<file path="config.mk">
export PLATFORM = sky130hd
export DESIGN_NAME = acc_reduce_flat
export DESIGN_NICKNAME = d
export VERILOG_FILES = /design/src/rtl/acc_reduce_pkg.sv /design/src/rtl/acc_reduce_if.sv /design/src/rtl/acc_reduce.sv /design/src/flat_wrapper.sv
export SDC_FILE = /design/constraint.sdc
export NUM_CORES = 1
export LEC_CHECK = 0
export ABC_AREA = 1
export BUFFER_PORTS_ARGS = -buffer_cell sky130_fd_sc_hd__buf_2
export CORE_MARGIN = 3
export CORE_UTILIZATION = 40
export CTS_CLUSTER_DIAMETER = 50
export CTS_CLUSTER_SIZE = 40
export DETAILED_ROUTE_END_ITERATION = 10
export PLACE_DENSITY = 0.61
export SETUP_SLACK_MARGIN = 0.4
export SLEW_MARGIN = 20
export SYNTH_ARGS = -nofsm -noshare
export SYNTH_HDL_FRONTEND = slang
export SYNTH_SLANG_ARGS = --single-unit
</file>
<file path="constraint.sdc">
create_clock -name clk -period 2.2 [get_ports clk]
set_input_delay 0.11 -clock clk [delete_from_list [all_inputs] [get_ports clk]]
set_output_delay 0.11 -clock clk [all_outputs]
set_load 0.005 [all_outputs]
</file>
<file path="src/rtl/acc_reduce_pkg.sv">
// rtl/acc_reduce_pkg.sv - shared stream stage types and defaults for acc_reduce
package acc_reduce_pkg;

   localparam int DEF_WIDTH = 32;
   localparam int DEF_LEN   = 4;

   typedef enum logic {
      ACCUM = 1'b0,
      EMIT  = 1'b1
   } state_t;

   typedef struct packed {
      logic req;
      logic ack;
   } hs_t;

   // Counter must be able to hold LEN itself, hence LEN+1 states.
   function automatic int cnt_bits(input int len);
      return (len < 1) ? 1 : $clog2(len + 1);
   endfunction

endpackage

</file>
<file path="src/rtl/acc_reduce_if.sv">
// rtl/acc_reduce_if.sv - req/ack word stream used on both sides of acc_reduce
interface acc_reduce_if #(
   parameter int WIDTH = 32
);
   logic [WIDTH-1:0] dat;
   logic             req;
   logic             ack;

   modport master (output dat, output req, input ack);
   modport slave  (input dat, input req, output ack);
endinterface

</file>
<file path="src/rtl/acc_reduce.sv">
// rtl/acc_reduce.sv - sums each group of LEN input words into one output word
module acc_reduce
   import acc_reduce_pkg::*;
#(
   parameter int WIDTH = DEF_WIDTH,
   parameter int LEN   = DEF_LEN
) (
   input  logic         clk,
   input  logic         reset,
   acc_reduce_if.slave  t_0,
   acc_reduce_if.master i_0
);

   localparam int            CW   = cnt_bits(LEN);
   localparam logic [CW-1:0] LAST = CW'(LEN - 1);
   localparam logic [CW-1:0] ONE  = CW'(1);

   state_t           state_q, state_d;
   logic [CW-1:0]    cnt_q, cnt_d;
   logic [WIDTH-1:0] acc_q, acc_d;
   logic             t_ack;
   logic             o_req;
   logic             in_xfer;
   logic             out_xfer;

   // t_ack follows i_0.ack while a sum is held so a new group can start
   // in the same cycle the finished sum leaves.
   always_comb begin
      state_d  = state_q;
      cnt_d    = cnt_q;
      acc_d    = acc_q;
      o_req    = (state_q == EMIT);
      t_ack    = (state_q == ACCUM) || i_0.ack;
      in_xfer  = t_0.req && t_ack;
      out_xfer = o_req && i_0.ack;

      unique case (state_q)
         ACCUM: begin
            if (in_xfer) begin
               acc_d = (cnt_q == '0) ? t_0.dat : acc_q + t_0.dat;
               if (cnt_q == LAST) begin
                  cnt_d   = '0;
                  state_d = EMIT;
               end else begin
                  cnt_d = cnt_q + ONE;
               end
            end
         end
         EMIT: begin
            if (out_xfer) begin
               if (in_xfer) begin
                  acc_d   = t_0.dat;
                  cnt_d   = ONE;
                  state_d = (LEN == 1) ? EMIT : ACCUM;
               end else begin
                  cnt_d   = '0;
                  state_d = ACCUM;
               end
            end
         end
      endcase
   end

   always_ff @(posedge clk) begin
      if (reset) begin
         state_q <= ACCUM;
         cnt_q   <= '0;
         acc_q   <= '0;
      end else begin
         state_q <= state_d;
         cnt_q   <= cnt_d;
         acc_q   <= acc_d;
      end
   end

   assign t_0.ack = t_ack;
   assign i_0.req = o_req;
   assign i_0.dat = acc_q;

endmodule

</file>
<file path="src/flat_wrapper.sv">
// flat-port wrapper written by rule: the top's interface ports become plain ports
module acc_reduce_flat import acc_reduce_pkg::*;
#(
   parameter int WIDTH = DEF_WIDTH,
   parameter int LEN   = DEF_LEN
)
  (clk, reset, t_0_dat, t_0_req, t_0_ack, i_0_dat, i_0_req, i_0_ack);
  acc_reduce_if #(.WIDTH(WIDTH)) t_0_i ();
  acc_reduce_if #(.WIDTH(WIDTH)) i_0_i ();
  input  logic clk;
  input  logic reset;
  input wire logic [$bits(t_0_i.dat)-1:0] t_0_dat;
  input wire logic [$bits(t_0_i.req)-1:0] t_0_req;
  output wire logic [$bits(t_0_i.ack)-1:0] t_0_ack;
  output wire logic [$bits(i_0_i.dat)-1:0] i_0_dat;
  output wire logic [$bits(i_0_i.req)-1:0] i_0_req;
  input wire logic [$bits(i_0_i.ack)-1:0] i_0_ack;
  assign t_0_i.dat = t_0_dat;
  assign t_0_i.req = t_0_req;
  assign t_0_ack = t_0_i.ack;
  assign i_0_dat = i_0_i.dat;
  assign i_0_req = i_0_i.req;
  assign i_0_i.ack = i_0_ack;
  acc_reduce #(.WIDTH(WIDTH), .LEN(LEN)) u_core (.clk(clk), .reset(reset), .t_0(t_0_i), .i_0(i_0_i));
endmodule
</file>
==> flow_summary.toml <==
[outcome]
outcome = "finished clean"

[setup_path]
end_kind = "flip-flop"
reg2reg_depth = 10
startpoint_type = "flip-flop"
cp.required_ns = 2.39
worstReg2RegEnd = "u_core.i_0.dat[12]"
crit_arrival_ns = 2.05
crit_type = "reg -> reg"
worstSetupStartpoint = "u_core.i_0.dat[0]"
r2r-start = "u_core.i_0.dat[0]"
worst-path-max-fanout = 3
reg2reg_slack_ns = 0.34

[synthesis]
ys_ff_latch = 36
synthTopCellsByArea = "nand2_1 (25%), dfxtp_1 (18%), inv_1 (12%), ha_1 (10%), nor2_1 (7.2%)"
synth_edf_count = 0
synth_most_common_cell = "nand2_1"
ys_top_cells_by_count = "nand2_1 (271), inv_1 (127), nor2_1 (78), a21oi_1 (51), nand3_1 (45)"
ys.warnings.count = 0
synth_area_mm2 = 0.004090
synth_nets = 807
async_flop_share = 0
synth_cells = 737
avgSynthCellArea_um2 = 5.550
yosysUniqueCellTypes = 30
synth_top_area_cell = "nand2_1"
yosysTopAreaCellShare = 0.2487
synth-main-ff-cell = "dfxtp_1"
synth-seq-area-share = 0.1762

[global_route]
grt_pass1_vias = 4426
overflow = 0
antenna_found_initial = 0
grt_max_degree = 33
grt_pass1_wl_mm = 21.00
grt.total_usage = 0.2270

[sta]
slew_viol_final = 0
final.setup.tns_ns = 0
finalSetupViolCount = 0
rsz0062_at_grt = "yes"
clock-skew-final_ns = 0.01085
relSlewSlack = 0.7010
finalCriticalPeriod_ns = 1.860
timing.final.crit_share = 0.8456
worst_pin_slew_ns = 0.4485
hold_viol = 0
fmax_mhz = 537.5

[placement]
hpwl_mm = 9.825
dp.cells = 929
numPortBuffers = 69
dpl_cell_area_mm2 = 0.004556
place_congestion = 0.9151

[cts]
cts.sinks = 36
clk_pin_slew_ns = 0.09
cts_buffers = 5
cts_buffer_depth = 2
tritoncts = "built"
hold_buffers = 0
htreeDepth = 2
insertion_delay_ns = 0.31
ctsRootBufferMaster = "clkbuf_8"

[finish]
fillerInstances = 1032
finalNetCount = 891
drive_above_1_share = 0.3394
layout.cells.non_filler = 955
syn_to_final_growth_pct = 36.74
antenna_cells = 0
final_area_mm2 = 0.005593

[run]
drv_cap = 0

[die]
ios = 70
dieArea_mm2 = 0.01147
core_mm2 = 0.009864
die_h_um = 107.1
rows = 36
start_util = 0.4146
die_x_um = 107.1

[worst_hold_path]
hold_end = "u_core.i_0.req"
min_path_cells = 3
hp-class = "in -> reg"
min-delay-start = "t_0_req"

[power]
leakage_uw = 0.002992
p_per_area_mw_per_mm2 = 508.7
max-vdd-ir-drop_mv = 0.3669

[routing]
remaining_drc_errors = 0
drt-pass1-iter-count = 5
vias_per_cell = 4.813
wl_per_cell_um = 13.56
ant_nets = 0
wl_mm = 12.95
dr_total_vias = 4596
drt_iter0_markers = 257
[stage by stage]
step / util / hold WS (ns) / total power [uW] / setup WS, ns
2_1_floorplan: - / 0.2528 / 1538 / 0.4081
3_3_place_gp: 0.4618 / 0.4105 / 1845 / 0.07683
3_5_place_dp: 0.4618 / 0.4214 / 1853 / 0.03832
4_1_cts: 0.5093 / 0.09064 / 2634 / 0.3412
5_1_grt: 0.5670 / 0.1113 / 3058 / 0.2643
6_report: 0.5670 / 0.09025 / 2845 / 0.3396
[per-layer routing]
metal  track usage  share of wire
met1        0.3434           0.52
met2        0.3436           0.42
met3       0.02950          0.052
met4       0.04201         0.0088
met5             0              0
[cell usage in the layout, fill, tap and decap left out, drive strengths merged]
cell type	instances
a21o	2
a21oi	57
buf	93
bufinv	1
clkbuf	5
clkinv	1
clkinvlp	1
dfxtp	36
fa	1
ha	33
inv	128
nand2	285
nand3	50
nand3b	2
nand4	3
nor2	81
nor3	5
o211ai	6
o21ai	14
o21bai	2
or2	1
xnor2	4
xor2	11
[critical path: stages (launching register included)]
cell      delay [ns]
dfxtp_2         0.35
ha_4            0.16
fa_2            0.37
nand3_2         0.08
nand3_2         0.09
nand3_2         0.07
nand3b_1        0.09
buf_6           0.15
xor2_1          0.15
o21ai_1         0.15
a21oi_1         0.08
[repair_timing]
action	4_1_cts	5_1_grt
pin swaps	14	39
endpoints found under the setup margin	23	24
resized for setup	58	137
buffers inserted	8	10
[sequential cells by signal, indices dropped and copies added (netlist names)]
| register | cells |
|---|---|
| u_core.i_0.req | 1 |
| u_core.cnt_q | 3 |
| u_core.i_0.dat | 32 |
[power breakdown]
part	switching [uW]	internal (uW)
clock network	305	337
logic	829	589
registers	69.4	716
[logic make-up (layout without fill, tap and decap cells)]
group / after synthesis / in the layout / share of synthesized area
and+or+nand+nor: 427 / 427 / 0.4316
buffers and inverters: 144 / 229 / 0.1435
AOI/OAI and AO/OA: 81 / 81 / 0.1107
DFF: 36 / 36 / 0.1762
adders and majority gates: 34 / 34 / 0.1058
xor gates and xnor gates: 15 / 15 / 0.03212
[worst max path at each step]
stage	endpoint	slack [ns]	depth (start not counted)
2_1_floorplan	u_core.i_0.dat[12]	0.41	9
4_1_cts	u_core.i_0.dat[26]	0.34	11
3_3_place_gp	u_core.i_0.dat[28]	0.08	12
5_1_grt	u_core.i_0.dat[10]	0.26	10
6_report	u_core.i_0.dat[12]	0.34	10
3_5_place_dp	u_core.i_0.dat[28]	0.04	12
[final cells by class]
cell class / count / area (um2) / area share
clock inverter: 3 / 42.54 / 0.007606
timing repair buffer: 93 / 549.3 / 0.09821
sequential: 36 / 774.5 / 0.1385
inverter: 128 / 488.0 / 0.08725
multi-input combinational: 557 / 3503 / 0.6264
tap: 133 / 166.4 / 0.02975
clock buffer: 5 / 68.82 / 0.01230
Note: power is estimated with default switching activity, not from simulation.
